**src/rtl/param_shift_pipeline_if.sv**
```systemverilog
// Bus bundle for param_shift_pipeline: shift controls, tail input, head/tap outputs.
// The recirc signal exists only when SHIFT_PIPELINE_RECIRC_EN is defined.
interface param_shift_pipeline_if #(
   parameter int WIDTH = 8,
   parameter int DEPTH = 5
) ();
   localparam int TAPW = $clog2(DEPTH);
   localparam int CNTW = $clog2(DEPTH + 1);

   logic             en;
   logic             clear;
   logic [WIDTH-1:0] din;
   logic             din_valid;
   logic [TAPW-1:0]  tap_sel;
`ifdef SHIFT_PIPELINE_RECIRC_EN
   logic             recirc;
`endif
   logic [WIDTH-1:0] dout;
   logic             dout_valid;
   logic [WIDTH-1:0] tap_out;
   logic             tap_valid;
   logic [CNTW-1:0]  fill_count;
   logic             full;

   modport master (
`ifdef SHIFT_PIPELINE_RECIRC_EN
      output recirc,
`endif
      output en, clear, din, din_valid, tap_sel,
      input  dout, dout_valid, tap_out, tap_valid, fill_count, full
   );

   modport slave (
`ifdef SHIFT_PIPELINE_RECIRC_EN
      input  recirc,
`endif
      input  en, clear, din, din_valid, tap_sel,
      output dout, dout_valid, tap_out, tap_valid, fill_count, full
   );
endinterface

```
**src/rtl/param_shift_pipeline.sv**
```systemverilog
// WIDTH-bit, DEPTH-stage delay line with stall, sync clear, valid tracking and a tap mux.
// Define SHIFT_PIPELINE_RECIRC_EN to add the recirc (rotate) input.
module param_shift_pipeline #(
   parameter int WIDTH = 8,
   parameter int DEPTH = 5
) (
   input logic                  clock,
   input logic                  reset,
   param_shift_pipeline_if.slave bus
);
   localparam int TAPW = $clog2(DEPTH);
   localparam int CNTW = $clog2(DEPTH + 1);
   localparam int unsigned NSTG = DEPTH;

   logic [WIDTH-1:0] s [DEPTH];
   logic [DEPTH-1:0] v;
   logic [CNTW-1:0]  fill_q;

   logic [WIDTH-1:0] tail_d;
   logic             tail_v;
   logic [CNTW-1:0]  fill_d;

   // Tail source and next occupancy; a rotation neither adds nor removes valid words.
   always_comb begin
      tail_d = bus.din;
      tail_v = bus.din_valid;
      fill_d = fill_q;
`ifdef SHIFT_PIPELINE_RECIRC_EN
      if (bus.recirc) begin
         tail_d = s[0];
         tail_v = v[0];
      end else
`endif
      begin
         case ({bus.din_valid, v[0]})
            2'b10:   fill_d = fill_q + CNTW'(1);
            2'b01:   fill_d = fill_q - CNTW'(1);
            default: fill_d = fill_q;
         endcase
      end
   end

   always_ff @(posedge clock or posedge reset) begin
      if (reset) begin
         for (int unsigned i = 0; i < NSTG; i++) s[i] <= '0;
         v      <= '0;
         fill_q <= '0;
      end else if (bus.clear) begin
         for (int unsigned i = 0; i < NSTG; i++) s[i] <= '0;
         v      <= '0;
         fill_q <= '0;
      end else if (bus.en) begin
         for (int unsigned i = 0; i < NSTG - 1; i++) s[i] <= s[i+1];
         s[DEPTH-1] <= tail_d;
         v          <= {tail_v, v[DEPTH-1:1]};
         fill_q     <= fill_d;
      end
   end

   // Out-of-range selects (non-power-of-two DEPTH) fall through to zero.
   always_comb begin
      bus.tap_out   = '0;
      bus.tap_valid = 1'b0;
      for (int unsigned i = 0; i < NSTG; i++) begin
         if (bus.tap_sel == TAPW'(i)) begin
            bus.tap_out   = s[i];
            bus.tap_valid = v[i];
         end
      end
   end

   assign bus.dout       = s[0];
   assign bus.dout_valid = v[0];
   assign bus.fill_count = fill_q;
   assign bus.full       = (fill_q == CNTW'(DEPTH));
endmodule

```
**src/flat_wrapper.sv**
```systemverilog
// flat-port wrapper written by rule: the top's interface ports become plain ports
module param_shift_pipeline_flat 
#(
   parameter int WIDTH = 8,
   parameter int DEPTH = 5
)
  (clock, reset, bus_en, bus_clear, bus_din, bus_din_valid, bus_tap_sel, bus_dout, bus_dout_valid, bus_tap_out, bus_tap_valid, bus_fill_count, bus_full);
  param_shift_pipeline_if #(.WIDTH(WIDTH), .DEPTH(DEPTH)) bus_i ();
  input logic clock;
  input logic reset;
  input wire logic [$bits(bus_i.en)-1:0] bus_en;
  input wire logic [$bits(bus_i.clear)-1:0] bus_clear;
  input wire logic [$bits(bus_i.din)-1:0] bus_din;
  input wire logic [$bits(bus_i.din_valid)-1:0] bus_din_valid;
  input wire logic [$bits(bus_i.tap_sel)-1:0] bus_tap_sel;
  output wire logic [$bits(bus_i.dout)-1:0] bus_dout;
  output wire logic [$bits(bus_i.dout_valid)-1:0] bus_dout_valid;
  output wire logic [$bits(bus_i.tap_out)-1:0] bus_tap_out;
  output wire logic [$bits(bus_i.tap_valid)-1:0] bus_tap_valid;
  output wire logic [$bits(bus_i.fill_count)-1:0] bus_fill_count;
  output wire logic [$bits(bus_i.full)-1:0] bus_full;
  assign bus_i.en = bus_en;
  assign bus_i.clear = bus_clear;
  assign bus_i.din = bus_din;
  assign bus_i.din_valid = bus_din_valid;
  assign bus_i.tap_sel = bus_tap_sel;
  assign bus_dout = bus_i.dout;
  assign bus_dout_valid = bus_i.dout_valid;
  assign bus_tap_out = bus_i.tap_out;
  assign bus_tap_valid = bus_i.tap_valid;
  assign bus_fill_count = bus_i.fill_count;
  assign bus_full = bus_i.full;
  param_shift_pipeline #(.WIDTH(WIDTH), .DEPTH(DEPTH)) u_core (.clock(clock), .reset(reset), .bus(bus_i));
endmodule
```
**config.mk**
```make
export PLATFORM = sky130hd
export DESIGN_NAME = param_shift_pipeline_flat
export DESIGN_NICKNAME = d
export VERILOG_FILES = /design/src/rtl/param_shift_pipeline_if.sv /design/src/rtl/param_shift_pipeline.sv /design/src/flat_wrapper.sv
export SDC_FILE = /design/constraint.sdc
export NUM_CORES = 1
export LEC_CHECK = 0
export ABC_AREA = 1
export CORE_MARGIN = 4
export CORE_UTILIZATION = 50
export CTS_CLUSTER_DIAMETER = 30
export DETAILED_ROUTE_END_ITERATION = 6
export HOLD_SLACK_MARGIN = 0.08
export PLACE_DENSITY = 0.75
export SYNTH_ARGS = -nofsm -noshare
export SYNTH_HDL_FRONTEND = slang
export SYNTH_SLANG_ARGS = --single-unit
```
**constraint.sdc**
```tcl
create_clock -name clock -period 1.9 [get_ports clock]
set_input_delay 0.285 -clock clock [delete_from_list [all_inputs] [get_ports clock]]
set_output_delay 0.285 -clock clock [all_outputs]
set_load 0.005 [all_outputs]
```
==> results of run 1 <==
[cell usage in the layout, fill, tap and decap left out, types with 6 or more instances in the layout]
cell type,netlist,layout
sky130_fd_sc_hd__inv_1,39,38
sky130_fd_sc_hd__clkbuf_8,0,6
sky130_fd_sc_hd__dlygate4sd2_1,0,9
sky130_fd_sc_hd__dfrtp_1,48,48
sky130_fd_sc_hd__o22ai_1,22,22
sky130_fd_sc_hd__nor2_1,19,19
sky130_fd_sc_hd__o21ai_0,26,26
sky130_fd_sc_hd__clkdlybuf4s50_1,0,25
sky130_fd_sc_hd__nand4_1,9,9
sky130_fd_sc_hd__nand3_1,38,38
sky130_fd_sc_hd__nand2_1,53,53
sky130_fd_sc_hd__buf_4,9,7
[how the worst max path moves through the flow]
stage	end	slack, ns	depth (start not counted)
6_report	bus_tap_out[4]	0.07	10
4_1_cts	bus_tap_out[3]	0.002	9
3_5_place_dp	bus_tap_out[3]	-0.41	6
3_3_place_gp	bus_tap_out[2]	-0.36	6
5_1_grt	bus_tap_out[2]	0.007	10
2_1_floorplan	u_core.bus.dout[0]	0.47	1
[per-layer routing]
layer,vias up,wire length (µm),global-route usage
li1,1005,-,-
met1,998,2593,0.2870
met2,81,2529,0.3127
met3,6,349,0.03981
met4,0,62,0.07609
met5,-,0,0
[metrics by stage]
stage | worst slack, ns | power [µW] | utilization | cells
final | 0.07088 | 1934 | 0.6681 | 377
after global routing | 0.006841 | 2017 | 0.6681 | 377
after CTS | 0.001977 | 1946 | 0.6714 | 378
after detailed placement | -0.4143 | 1308 | 0.6342 | 366
after global placement | -0.3650 | 1304 | 0.6342 | 366
after floorplan | 0.4705 | 1195 | - | 284
[worst reg2reg max path: cells and delay by family (launching register included)]
family	cells	cell delay (ns)
DFF	1	0.41
and+or+nand+nor	5	0.38
adders and majority gates	1	0.38
buffers and inverters	2	0.14
AOI/OAI and AO/OA	1	0.06
[power groups by stage]
| stage | clock network (µW) | logic (µW) | registers, µW |
|---|---|---|---|
| finish | 632 | 243 | 1060 |
| CTS | 641 | 245 | 1060 |
| detailed placement | 0 | 228 | 1080 |
| floorplan | 0 | 118 | 1080 |
| global placement | 0 | 226 | 1080 |
| global route | 688 | 266 | 1060 |
[flip-flops by register name, indices dropped and copies added (netlist names)]
signal	count
u_core.bus.dout	8
u_core.bus.fill_count	3
u_core.s	32
u_core.v	5
[area by class of cell]
| cell class | count | area (µm²) |
|---|---|---|
| multi-input cells | 173 | 885.9 |
| clock inverters | 1 | 7.507 |
| repair buffers | 54 | 583.1 |
| inverters | 42 | 160.2 |
| fillers | 360 | 1485 |
| well taps | 52 | 65.06 |
| flip-flops and latches | 48 | 1201 |
| clock buffers | 7 | 86.33 |
[cells by family (layout without fill, tap and decap cells)]
kind of cell | after synthesis | count (layout) | share of synthesized area
and+or+nand+nor | 124 | 124 | 0.2481
AOI/OAI and AO/OA | 48 | 48 | 0.1135
buffers and inverters | 63 | 104 | 0.1209
DFF | 48 | 48 | 0.5090
adders and majority gates | 1 | 1 | 0.008484
[what timing repair did]
item,4_1_cts,5_1_grt
gates resized for setup,20,4
setup buffers,2,0
pin swaps,1,0
gates cloned,2,0
endpoints found under the setup margin,9,9
==> run metrics, run 1 <==
clock share of power 0.327; antenna violations before repair 0; proportion of total power due to net switching 0.2521; CP max FO 4; Synth Flop Type sky130_fd_sc_hd__dfrtp_1; HPWL after detailed placement 3738 µm; die footprint 5883 µm²; fin crit period 1.829 ns; number of buffers added on ports 37; area of the core 4474 µm²; starting density of the core 0.5274; global-route wire length before repair 9591 µm; final instance area 2989 µm²; worst endpoint data arrival time 1.54 ns; synth-to-layout area growth 26.67%; slew at the pin closest to its max-slew limit 0.4344 ns; total of warnings raised by yosys 0; worst reg2reg startpoint u_core.v[0]; total negative setup slack 0 ns; Chip Width 76.70 µm; WL/cell 14.68 µm; required time of the worst setup path 1.62 ns; delay of the slowest cell on the worst path 0.25 ns; CP bufs+invs 5; fin. max-slew vios 0; post-synth top area share 0.5090; Rel. slew slack 0.7095; total wire length after detailed routing 5535 µm; Post-Syn Area per Cell 8.309 µm²; Top delay family on crit path buffers and inverters; status complete, no violations; async set-reset flop share out of synthesis 1.000; cell chain of the critical path dlygate4sd2_1 > buf_4 > nor2_4 > buf_6 > buf_4 > nand3_1 > nand2_1 > nor2_1 > nand3_1 > dlygate4sd2_1; net count after synthesis 301; final-report hold violation count 0; count of H-tree levels built during CTS 2; max capacitance violation total 0; share of synthesized area occupied by flip-flops and latches 0.5090; minimum setup slack among reg-to-reg paths 0.39 ns; maximum number of pins on one net before global-route repair 49; type of destination of the critical path output pin; Final setup violation count 0; kind of critical path primary input to output pin; Congestion Overflow GR 0; final clock skew 0.01352 ns; most frequent cell after synthesis sky130_fd_sc_hd__nand2_1; sequential share of power 0.548; clock sink total 48; clock root buffer sky130_fd_sc_hd__clkbuf_8; class of the worst hold path primary input to asynchronous set/reset pin; row count 24; post-detailed-route via-to-cell ratio 5.544; number of antenna-violating nets in the routed design 0; Post-synth EDFFs 0; total number of vias 2090; leading post-synthesis cells by instance count 53 x sky130_fd_sc_hd__nand2_1, 48 x sky130_fd_sc_hd__dfrtp_1, 39 x sky130_fd_sc_hd__inv_1; Total GRT Usage 0.2039; number of cells traversed by the worst register-to-register path 9; number of buffers on the longest clock path 2; post-place instance area 2838 µm²; die height 76.70 µm; launch point of the critical path bus_tap_sel[0]; startpoint type of the worst setup path primary input; cell at the slowest stage of the critical path sky130_fd_sc_hd__dlygate4sd2_1; number of top-level pins 38; number of iterations in the first detailed-routing pass 4; worst hold-check slack 0.3214 ns; via count of the first global-routing pass 1998; Iteration-0 DRC Markers 192; biggest area consumer among synthesized cells sky130_fd_sc_hd__dfrtp_1; remaining design rule violation count 0; static leakage power 0.001385 µW; reported net switching power 487.7 µW; setup repair after global routing missed its margin false; number of buffers inserted for hold repair after clock tree synthesis 0; TritonCTS clock tree yes; number of nets in the final layout 341; clock slew at the register clock pins of the worst setup and hold paths 0.09 ns; RePlAce Congestion 0.8460; cell area power density 647.1 nW/µm²; area of the mapped netlist 2360 µm²; total of flip-flops plus latches after synthesis 48; maximum achievable frequency 546.7 MHz; fraction of power consumed by combinational cells 0.125; Mapped Cells 284; clock network latency to the later pin of the worst-skew pair 0.31 ns; worst supply voltage drop on vdd 0.5258 mV; internal cell power 1447 µW; number of antenna repair diodes 0; share of cells above drive strength 1 0.1077; Synth cell types 18; end of the worst register-to-register path u_core.bus.fill_count[2]; largest cells by area after synthesis sky130_fd_sc_hd__dfrtp_1 51%, sky130_fd_sc_hd__nand2_1 8.4%, sky130_fd_sc_hd__nand3_1 8.1%; cts bufs inserted 5; portion of the clock cycle consumed by the worst path in the final layout 0.9627
No activity file was read; power rests on OpenSTA's default activity.
==> run 2, diff against run 1 <==
--- a/config.mk
+++ b/config.mk
@@ -6,7 +6,7 @@
 export NUM_CORES = 1
 export LEC_CHECK = 0
 export ABC_AREA = 1
-export CORE_MARGIN = 4
+export CORE_MARGIN = 5
 export CORE_UTILIZATION = 50
 export CTS_CLUSTER_DIAMETER = 30
 export DETAILED_ROUTE_END_ITERATION = 6
==> run metrics, run 2 (synthesized netlist as in run 1, its figures left out) <==
status complete, no violations; required time of the worst setup path 1.62 ns (about the same); clock network latency to the later pin of the worst-skew pair 0.30 ns (about the same); cts bufs inserted 5 (unchanged); clock sink total 48 (unchanged); delay of the slowest cell on the worst path 0.28 ns (+0.03 ns); final clock skew 0.003493 ns (-0.01003 ns); worst hold-check slack 0.3232 ns (+0.001751 ns); global-route met2 utilization 0.2937 (-0.01900); Total GRT Usage 0.1872 (-0.01675); maximum achievable frequency 575.6 MHz (+5.3%); WL/cell 14.35 µm (-2.2%); type of destination of the critical path output pin; total of fill cells in the finished design 406 (+13%); antenna violations before repair 0 (unchanged); class of the worst hold path primary input to asynchronous set/reset pin; worst supply voltage drop on vdd 0.4878 mV (-7.2%); area taken by flip-flops and latches 1201 µm² (unchanged); clock slew at the register clock pins of the worst setup and hold paths 0.08 ns (about the same); final std cells w/o fill 377 (unchanged); most frequent cells in the layout 53 x sky130_fd_sc_hd__nand2_1, 48 x sky130_fd_sc_hd__dfrtp_1, 38 x sky130_fd_sc_hd__inv_1, 38 x sky130_fd_sc_hd__nand3_1, 26 x sky130_fd_sc_hd__o21ai_0; cell with the most instances on the worst path sky130_fd_sc_hd__dlygate4sd2_1; commonest non-fill, non-tap cell in the layout sky130_fd_sc_hd__nand2_1; startpoint type of the worst setup path primary input; Iteration-0 DRC Markers 176 (-8.3%); static leakage power 0.001372 µW (-0.91%); area of the core 4661 µm² (+4.2%); number of iterations in the first detailed-routing pass 5 (+1); number of buffers on the longest clock path 2 (unchanged); Top delay family on crit path buffers and inverters; setup repair after global routing missed its margin false; clock root buffer sky130_fd_sc_hd__clkbuf_8; CP max FO 18 (+14); cell area power density 655.4 nW/µm² (+1.3%); share of cells above drive strength 1 0.1022 (-0.005525); Setup WS pre-CTS -0.3680 ns (+0.04629 ns); max reg flops 32 (unchanged); starting density of the core 0.5063 (-0.02110); cell at the slowest stage of the critical path sky130_fd_sc_hd__dlygate4sd2_1; number of nets in the final layout 340 (-0.29%); number of buffers added on ports 37 (unchanged); global-route wire length before repair 9025 µm (-5.9%); slew at the pin closest to its max-slew limit 0.4943 ns (+0.05992 ns); met1 track demand over resource in global routing 0.2610 (-0.02606); worst endpoint data arrival time 1.45 ns (-0.09 ns); via count of the first global-routing pass 1865 (-6.7%); TritonCTS clock tree yes; number of top-level pins 38 (unchanged); Final setup violation count 0 (unchanged); top register by number of flip-flops u_core.s; cell chain of the critical path dlygate4sd2_1 > inv_2 > buf_8 > nand4_1 > nand2_1 > nor2_1 > nand3_1 > dlygate4sd2_1; post-CTS setup-driven buffer insertion count 0 (-2); kind of critical path primary input to output pin; final-report hold violation count 0 (unchanged); portion of the clock cycle consumed by the worst path in the final layout 0.9143 (-0.04839); Rel. slew slack 0.6700 (-0.03952); synth-to-layout area growth 25.24%; die footprint 6194 µm² (+5.3%); fin crit period 1.737 ns (-0.09194 ns); remaining design rule violation count 0 (unchanged); count of H-tree levels built during CTS 2 (unchanged); row count 25 (+4.2%); Chip Width 78.70 µm (+2.6%); die height 78.70 µm (+2.6%); Final Core Density 0.6341 (-0.03397); number of buffers inserted for hold repair after clock tree synthesis 0 (unchanged); met3 Usage GRT 0.04308 (+0.003271); total wire length after detailed routing 5411 µm (-2.2%); maximum number of pins on one net before global-route repair 31 (-37%); HPWL after detailed placement 3808 µm (+1.9%); total number of vias 2027 (-3.0%); CP bufs+invs 4 (-1); post-detailed-route via-to-cell ratio 5.377 (-3.0%); fin. max-slew vios 0 (unchanged); Congestion Overflow GR 0 (unchanged); global route hottest layer met2; RePlAce Congestion 0.8507 (+0.56%); post-route setup slack 0.1628 ns (+0.09194 ns); number of antenna-violating nets in the routed design 0 (unchanged); area of combinational cells with multiple inputs 885.9 µm² (unchanged); max capacitance violation total 0 (unchanged); placed insts 369 (+0.82%); number of antenna repair diodes 0 (unchanged)
## run 2: worst paths after layout
kind	startpoint	endpoint	slack [ns]	depth (start not counted)
max in group asynchronous	reset	u_core.s[1]	1.07	3
worst max register to register	u_core.v[0]	u_core.bus.fill_count[2]	0.44	8
worst min-delay path	reset	u_core.bus.fill_count[2]	0.32	2
worst min register to register	u_core.s[18]	u_core.s[26]	0.52	2
min in group clock	u_core.s[18]	u_core.s[26]	0.52	2
worst max-delay path	bus_tap_sel[2]	bus_tap_out[1]	0.16	8
## run 2: layout make-up
type,instances,share of cell area
repair buffers,53,0.1842
well taps,54,0.02286
multi-input cells,173,0.2997
inverters,42,0.05419
flip-flops and latches,48,0.4064
clock buffers,7,0.03260
## run 2: worst register-to-register path, cell delays in order, from the launching register on
cell	delay, ns
sky130_fd_sc_hd__dfrtp_1	0.41
sky130_fd_sc_hd__nand2_1	0.13
sky130_fd_sc_hd__inv_1	0.08
sky130_fd_sc_hd__fa_1	0.38
sky130_fd_sc_hd__inv_1	0.06
sky130_fd_sc_hd__nand2_1	0.06
sky130_fd_sc_hd__nand3_1	0.08
sky130_fd_sc_hd__nand2_1	0.05
sky130_fd_sc_hd__o21ai_0	0.13
## run 2: repair_timing
| action | CTS | global route |
|---|---|---|
| cloned | 1 | 0 |
| setup endpoints to repair | 9 | 6 |
| endpoints found under the hold margin | 0 | 0 |
| resized for setup | 20 | 2 |
## run 2: where the power goes
part | internal (µW) | switching [µW] | total [µW]
Sequential | 1040 | 14.7 | 1060
Combinational | 96.0 | 133 | 229
Clock | 324 | 324 | 648
Total | 1460 | 472 | 1940
## run 2: stage by stage
step                setup TNS, ns  area [µm²]  power [µW]
floorplan                       0        2360        1195
global placement           -3.099        2835        1300
detailed placement         -3.199        2835        1305
CTS                             0        2959        1945
global route                    0        2955        2009
finish                          0        2955        1937
## run 2: per-layer routing
metal,vias to the layer above,wire length (µm)
li1,1010,-
met1,950,2538
met2,59,2513
met3,8,303
met4,0,55
met5,-,0
==> run 3, diff against run 2 <==
--- a/config.mk
+++ b/config.mk
@@ -7,11 +7,12 @@
 export LEC_CHECK = 0
 export ABC_AREA = 1
 export CORE_MARGIN = 5
-export CORE_UTILIZATION = 50
+export CORE_UTILIZATION = 48
 export CTS_CLUSTER_DIAMETER = 30
 export DETAILED_ROUTE_END_ITERATION = 6
 export HOLD_SLACK_MARGIN = 0.08
-export PLACE_DENSITY = 0.75
+export PLACE_DENSITY = 0.76
+export SLEW_MARGIN = 20
 export SYNTH_ARGS = -nofsm -noshare
 export SYNTH_HDL_FRONTEND = slang
 export SYNTH_SLANG_ARGS = --single-unit
==> constraint.sdc (replaced) <==
create_clock -name clock -period 1.49 [get_ports clock]
set_input_delay 0.2235 -clock clock [delete_from_list [all_inputs] [get_ports clock]]
set_output_delay 0.2235 -clock clock [all_outputs]
set_load 0.005 [all_outputs]
==> run metrics, run 3 (synthesized netlist as in run 1, its figures left out) <==
synth-to-layout area growth 31.71%; placed insts 388 (+5.1%); TritonCTS clock tree yes; worst reg2reg startpoint u_core.bus.fill_count[0]; fin crit period 1.496 ns; number of buffers inserted for hold repair after clock tree synthesis 0 (unchanged); Chip Width 80.12 µm (+1.8%); failing checks negative setup slack; cell area power density 795.8 nW/µm² (+21%); clock slew at the register clock pins of the worst setup and hold paths 0.08 ns (about the same); post-detailed-route via-to-cell ratio 5.066 (-5.8%); CP max FO 2 (-16); CP bufs+invs 1 (-3); worst supply voltage drop on vdd 0.6167 mV (+26%); launch point of the critical path u_core.bus.dout[2]; commonest non-fill, non-tap cell in the layout sky130_fd_sc_hd__nand2_1; die height 80.12 µm (+1.8%); Congestion Overflow GR 0 (unchanged); required time of the worst setup path 1.27 ns (-0.35 ns); max reg flops 32 (unchanged); antenna violations before repair 0 (unchanged); fin. max-slew vios 0 (unchanged); clock sink total 48 (unchanged); startpoint type of the worst setup path flop; total number of vias 2067 (+2.0%); HPWL after detailed placement 3788 µm (-0.51%); slew at the pin closest to its max-slew limit 0.2979 ns (-0.1964 ns); clock root buffer sky130_fd_sc_hd__clkbuf_8; share of cells above drive strength 1 0.1965 (+0.09431); delay of the slowest cell on the worst path 0.40 ns (+0.12 ns); cell at the slowest stage of the critical path sky130_fd_sc_hd__dfrtp_1; total wire length after detailed routing 5432 µm (+0.39%); Final setup violation count 1 (+1); final std cells w/o fill 408 (+8.2%); WL/cell 13.31 µm (-7.2%); final clock skew 0.003863 ns (+0.0003706 ns); kind of critical path flop to output pin; RePlAce Congestion 0.7834 (-7.9%); row count 25 (unchanged); remaining design rule violation count 0 (unchanged); cts bufs inserted 5 (unchanged); post-route setup slack -0.006273 ns (-0.1691 ns); Setup WS pre-CTS -0.6756 ns (-0.3076 ns); worst endpoint data arrival time 1.27 ns (-0.18 ns); number of antenna-violating nets in the routed design 0 (unchanged); via count of the first global-routing pass 1862 (-0.16%); setup repair after global routing missed its margin true; area of the core 4755 µm² (+2.0%); Top delay family on crit path flip-flops; max capacitance violation total 0 (unchanged); number of top-level pins 38 (unchanged); number of buffers added on ports 37 (unchanged); number of antenna repair diodes 0 (unchanged); class of the worst hold path primary input to asynchronous set/reset pin; count of H-tree levels built during CTS 2 (unchanged); maximum number of pins on one net before global-route repair 37 (+19%); clock network latency to the later pin of the worst-skew pair 0.30 ns (about the same); starting density of the core 0.4963 (-0.009993); die footprint 6418 µm² (+3.6%); Final Core Density 0.6537 (+0.01959); final-report hold violation count 0 (unchanged); number of iterations in the first detailed-routing pass 6 (+1); Rel. slew slack 0.8011 (+0.1311); static leakage power 0.001488 µW (+8.4%); status finished, violations left; Total GRT Usage 0.1842 (-0.002987); portion of the clock cycle consumed by the worst path in the final layout 1.004; cell chain of the critical path nand3_1 > nand2_1 > nor2_2 > nand3_1 > clkdlybuf4s15_2; global-route wire length before repair 9114 µm (+0.99%); type of destination of the critical path output pin; number of nets in the final layout 357 (+5.0%); top register by number of flip-flops u_core.s; maximum achievable frequency 668.3 MHz; most frequent cells in the layout 52 x sky130_fd_sc_hd__nand2_1, 48 x sky130_fd_sc_hd__dfrtp_1, 37 x sky130_fd_sc_hd__nand3_1; cell with the most instances on the worst path sky130_fd_sc_hd__nand3_1; Iteration-0 DRC Markers 171 (-2.8%); number of buffers on the longest clock path 2 (unchanged)
## run 3: cell type report
class,instances,area [µm²]
fillers,400,1647
clock inverters,1,7.507
well taps,67,83.83
inverters,42,162.7
repair buffers,70,673.1
flip-flops and latches,48,1201
clock buffers,7,86.33
multi-input cells,173,893.4
## run 3: stage by stage
step	setup TNS (ns)	hold WS (ns)	instance area (µm²)	power, µW
4_1_cts	0	0.1931	3126	2492
3_5_place_dp	-6.531	0.4933	2922	1676
3_3_place_gp	-6.049	0.4889	2922	1670
6_report	-0.006273	0.1848	3108	2473
5_1_grt	-0.1209	0.2113	3108	2569
2_1_floorplan	0	0.3704	2360	1523
## run 3: worst register-to-register path, delay by kind of cell (launching register included)
kind | cells | cell delay [ns]
DFF | 1 | 0.41
adders and majority gates | 1 | 0.38
and+or+nand+nor | 3 | 0.19
buffers and inverters | 2 | 0.22
AOI/OAI and AO/OA | 1 | 0.13
## run 3: final timing paths
kind	to	slack, ns	depth (start not counted)
worst max-delay path	bus_tap_out[2]	-0.006	5
worst min-delay path	u_core.bus.fill_count[0]	0.18	2
worst max register to register	u_core.bus.fill_count[2]	0.11	7
worst min register to register	u_core.s[24]	0.51	2
max in group asynchronous	u_core.v[0]	0.83	3
min in group clock	u_core.s[1]	0.50	3
## run 3: per-layer routing
metal	wire length, µm	GRT usage	part of all wire
met5	0	0	0
met2	2461	0.2765	0.45
met1	2575	0.2746	0.47
met4	68	0.04561	0.013
met3	327	0.03475	0.060
## run 3: report_power, final
group          internal (µW)  switching (µW)  total (µW)
clock network            378             426         804
logic                    144             178         321
registers               1330            16.3        1350
total                   1850             620        2470
## run 3: timing repair
item	CTS	global route
pin swaps	1	3
cloned	1	0
buffers inserted	10	1
gates resized for setup	47	14
setup endpoints to repair	16	12
